**src/rtl/imem_loader_pkg.sv**
```systemverilog
// Shared definitions for the instruction-memory loader: FSM state encoding
// and the width of the post-load reset-hold counter.
package imem_loader_pkg;

    typedef enum logic [2:0] {
        S_IDLE,
        S_LOAD,
        S_CHECK,
        S_HOLD,
        S_RUN,
        S_ERR
    } loader_state_t;

    localparam int HOLD_CW = 4;

    typedef logic [HOLD_CW-1:0] hold_cnt_t;

endpackage

```
**src/rtl/loader_cksum.sv**
```systemverilog
// 32-bit XOR accumulator used to build the running checksum of a loaded image.
module loader_cksum (
    input  logic        clk,
    input  logic        rst_n,
    input  logic        clr,
    input  logic        en,
    input  logic [31:0] data,
    output logic [31:0] value
);

    always_ff @(posedge clk or negedge rst_n) begin
        if (!rst_n) begin
            value <= '0;
        end else if (clr) begin
            value <= '0;
        end else if (en) begin
            value <= value ^ data;
        end
    end

endmodule

```
**src/rtl/imem_loader.sv**
```systemverilog
// Streams an instruction image into the core's instruction memory, verifies an
// XOR checksum trailer, and holds the core in reset until the image is good.
module imem_loader
    import imem_loader_pkg::*;
#(
    parameter int          DEPTH = 64,
    parameter logic [31:0] BASE  = 32'h0,
    parameter int          HOLD  = 2
) (
    input  logic                       CLK,
    input  logic                       RST,
    input  logic                       Start,
    input  logic                       InValid,
    input  logic [31:0]                InData,
    input  logic                       InLast,
    output logic                       InReady,
    output logic                       IMWE,
    output logic [31:0]                IMWA,
    output logic [31:0]                IMWD,
    output logic                       CPURST,
    output logic                       Done,
    output logic                       Err,
    output logic [$clog2(DEPTH):0]     WordCount
);

    localparam int CW = $clog2(DEPTH) + 1;

    loader_state_t state;
    loader_state_t next_state;
    hold_cnt_t     hold_cnt;
    logic          handshake;
    logic          has_room;
    logic          ck_clr;
    logic          ck_en;
    logic          wr;
    logic [31:0]   ck_value;

    assign handshake = InValid && InReady;
    assign has_room  = (WordCount < CW'(DEPTH));

    loader_cksum u_cksum (
        .clk   (CLK),
        .rst_n (RST),
        .clr   (ck_clr),
        .en    (ck_en),
        .data  (InData),
        .value (ck_value)
    );

    // Status outputs depend on state only, so the core and upstream never see glitches from data inputs.
    always_comb begin
        InReady = (state == S_LOAD) || (state == S_CHECK);
        CPURST  = (state != S_RUN);
        Done    = (state == S_RUN);
        Err     = (state == S_ERR);
    end

    always_comb begin
        next_state = state;
        ck_clr     = 1'b0;
        ck_en      = 1'b0;
        wr         = 1'b0;
        case (state)
            S_IDLE, S_RUN, S_ERR: begin
                if (Start) begin
                    next_state = S_LOAD;
                    ck_clr     = 1'b1;
                end
            end
            S_LOAD: begin
                if (handshake) begin
                    if (has_room) begin
                        wr    = 1'b1;
                        ck_en = 1'b1;
                        if (InLast) begin
                            next_state = S_CHECK;
                        end
                    end else begin
                        next_state = S_ERR;
                    end
                end
            end
            S_CHECK: begin
                if (handshake) begin
                    next_state = (InData == ck_value) ? S_HOLD : S_ERR;
                end
            end
            S_HOLD: begin
                if (hold_cnt == HOLD_CW'(HOLD - 1)) begin
                    next_state = S_RUN;
                end
            end
            default: begin
                next_state = S_IDLE;
            end
        endcase
    end

    always_ff @(posedge CLK or negedge RST) begin
        if (!RST) begin
            state    <= S_IDLE;
            hold_cnt <= '0;
        end else begin
            state    <= next_state;
            hold_cnt <= (state == S_HOLD) ? hold_cnt + 1'b1 : '0;
        end
    end

    // The memory port is registered so each accepted word is written exactly one cycle after its handshake.
    always_ff @(posedge CLK or negedge RST) begin
        if (!RST) begin
            IMWE      <= 1'b0;
            IMWA      <= '0;
            IMWD      <= '0;
            WordCount <= '0;
        end else begin
            IMWE <= wr;
            if (wr) begin
                IMWA <= BASE + (32'(WordCount) << 2);
                IMWD <= InData;
            end
            if (ck_clr) begin
                WordCount <= '0;
            end else if (wr) begin
                WordCount <= WordCount + 1'b1;
            end
        end
    end

endmodule

```
**config.mk**
```make
export PLATFORM = sky130hd
export DESIGN_NAME = imem_loader
export DESIGN_NICKNAME = d
export VERILOG_FILES = /design/src/rtl/imem_loader_pkg.sv /design/src/rtl/loader_cksum.sv /design/src/rtl/imem_loader.sv
export SDC_FILE = /design/constraint.sdc
export NUM_CORES = 1
export LEC_CHECK = 0
export ABC_AREA = 1
export CORE_ASPECT_RATIO = 2
export CORE_UTILIZATION = 52
export DETAILED_ROUTE_END_ITERATION = 10
export PLACE_DENSITY = 0.91
export SETUP_SLACK_MARGIN = 0.3
export SLEW_MARGIN = 20
export SYNTH_ARGS = -nofsm -noshare
export SYNTH_HDL_FRONTEND = slang
export SYNTH_SLANG_ARGS = --single-unit
export TNS_END_PERCENT = 100
```
**constraint.sdc**
```tcl
create_clock -name CLK -period 2.1 [get_ports CLK]
set_input_delay 0.42 -clock CLK [delete_from_list [all_inputs] [get_ports CLK]]
set_output_delay 0.42 -clock CLK [all_outputs]
set_load 0.03 [all_outputs]
```
==> results.cfg <==
[drt]
drtIter0Drc = 176
vias_per_cell = 5.07
wl_per_cell_um = 13.7
wl_mm = 9.69
ant_nets = 0
num_vias = 3584
drc = 0
drtPass1Iterations = 4

[synthesis]
synth_warnings = 0
synthCells = 511
synth_cell_types = 28
syn_avg_cell_area_um2 = 8.25
ys_ff_latch = 86
synth_area_leaders = dfrtp_1 (51%), nand2_1 (16%), inv_1 (6.6%)
yosysTopAreaCellShare = 0.510
ys.flop_type = dfrtp_1
syn_area_mm2 = 0.00422
synthArstFlopShare = 1.00
synth_seq_area_share = 0.510
synth-edff-count = 0
synth_top_cell_by_area = dfrtp_1

[critical_path]
r2r_slack_ps = 410
critical_path.cell_chain = clkdlybuf4s50_1
path_buf_inv = 1
r2r_cells = 11
timing.rr.start = state[2]
crit_cells = 1
cp-endpoint = IMWD[26]
cp.arrival_ps = 1360
critical_path.max_stage_delay_ps = 680
critical_path.top_delay_family = buffers and inverters
end_kind = primary output
critPathLaunch = IMWD[26]
cp_slowest_cell = clkdlybuf4s50_1
r2r-end = WordCount[5]
cp_max_fo = 2
critPathKind = register to primary output
cp.required_ps = 1680
start_kind = register

[timing]
fin_skew_ps = 5.49
hold_violations = 0
fin_ws_ps = 320
fin_crit_sh = 0.848
finalSetupViolations = 0
timing.final.crit_period_ps = 1780
rsz0062_at_grt = true
setup_tns_ps = 0
slew_viol_final = 0
max_freq_mhz = 562

[layout]
drive_gt1_frac = 0.103
fin_cells = 707
filler_cell_count = 599
multi_input_area_mm2 = 0.00160
syn2layout_area_growth_pct = 30.2
final_nets = 646
fin_util = 0.696
antennaDiodeCount = 0
seq_area_mm2 = 0.00215

[clocking]
cts_tree = yes
root_buffer = clkbuf_16
numCtsBuffers = 9
clk_pin_slew_worst_paths_ps = 60
clkLatencyLatePin_ps = 340
cts_sinks = 86
clk_path_buf_depth = 2
htreeDepth = 3

[global_route]
first_global_vias = 3525
antenna_found_initial = 0
grt_max_degree = 67
globalRouteOverflowTotal = 0
grtUsageTotal = 0.244
grt_pass1_wl_mm = 15.7

[floorplanning]
core-area_mm2 = 0.00789
die-area_mm2 = 0.00849
num_io_pins = 113
die_w_um = 65.7
start_util = 0.535
rows = 46
fp.dieH_um = 129

[placement]
place_congestion = 0.849
place_ws_ps = 150
dp_cells = 684
port_buffers = 87
place_hpwl_mm = 6.84

[power]
peakVddDrop_v = 0.00122
p_leak_nw = 3.06
p_per_area_mw_per_mm2 = 1430

[run_status]
status = finished, final reports clean

[hold_path]
hold_class = input port to async pin

[run]
drv_cap = 0
==> cell usage in the layout (no fill, tap or decap) <==
cell type	n
nand2_1	175
dfrtp_1	85
inv_1	71
clkdlybuf4s50_1	48
o21ai_0	44
conb_1	25
nor2_1	24
dlymetal6s2s_1	22
o22ai_1	15
o22ai_2	14
dlygate4sd2_1	12
buf_4	11
clkbuf_16	9
nand3_1	7
inv_2	5
xnor2_1	5
clkinv_2	4
a21oi_1	3
ha_1	3
clkbuf_8	3
buf_2	3
buf_12	3
nor2_4	2
nor3_2	2
nor4_1	2
nor3_1	2
nand2_4	1
nand3_4	1
inv_4	1
xor2_1	1
nand2_2	1
o31ai_1	1
o21ai_2	1
a31oi_1	1
nand4_1	1
dlygate4sd3_1	1
buf_6	1
dfrtp_2	1
==> layer usage <==
metal	GRT usage	share of wire	vias up
li1	-	-	1730
met2	0.466	0.58	132
met1	0.240	0.35	1705
met5	0	0	-
met3	0.0431	0.047	17
met4	0.118	0.021	0
==> repair_timing <==
item | CTS | global route
hold endpoints to repair | 13 | 0
endpoints found under the setup margin | 16 | 47
hold buffers | 1 | 0
pin swaps | 1 | 4
resized for setup | 27 | 32
buffers inserted | 4 | 2
cloned | 0 | 0
==> layout make-up <==
type | count | share of cell area
clock buffers | 12 | 0.0485
clock inverters | 4 | 0.00365
inverters | 77 | 0.0531
multi-input cells | 331 | 0.291
flip-flops and latches | 86 | 0.392
well taps | 96 | 0.0219
repair buffers | 101 | 0.189
==> sequential cells by signal (all words and copies together), names as in the netlist <==
name	cells
IMWD	32
state	3
IMWA	7
WordCount	7
IMWE	1
hold_cnt	4
u_cksum.value	32
==> Yosys cell counts (2+ instances only) <==
library cell,instances
dfrtp_1,86
o22ai_2,14
xnor2_1,5
inv_2,3
inv_1,74
o21ai_0,44
buf_4,28
ha_1,3
nand2_2,2
nand2_1,175
nor2_1,25
buf_6,4
nand3_1,7
clkbuf_1,7
buf_2,2
a21oi_1,3
nor4_1,2
nor3_1,3
o22ai_1,15
==> per-stage QoR <==
stage               area [um^2]  total power, W  hold WS [ps]
global placement           5100         0.00613           289
detailed placement         5100         0.00631           299
global route               5490         0.00834           491
finish                     5490         0.00785           471
floorplan                  4310         0.00508           124
CTS                        5420         0.00786           475
==> power breakdown <==
group,switching (W),internal [W],total [W]
logic,0.00226,0.00139,0.00365
clock network,0.000618,0.000889,0.00151
registers,0.000388,0.00230,0.00269
==> worst min path at each step <==
stage | startpoint | endpoint
floorplan | RST | IMWA[2]
global placement | RST | IMWA[6]
detailed placement | RST | IMWA[6]
CTS | RST | IMWA[6]
global route | IMWA[8] | IMWA[8]
finish | RST | IMWA[6]
==> cells by family (layout without fill, tap and decap cells) <==
kind of cell,after synthesis,count (layout),share of synthesized area
XOR/XNOR,6,6,0.0125
adder cells (fa/ha/maj),3,3,0.00890
AND/OR/NAND/NOR,218,218,0.205
flip-flops,86,86,0.510
other,1,25,0.000889
buffers and inverters,118,194,0.138
AO/OA/AOI/OAI,79,79,0.125
Power figures use the tool's default switching activity.
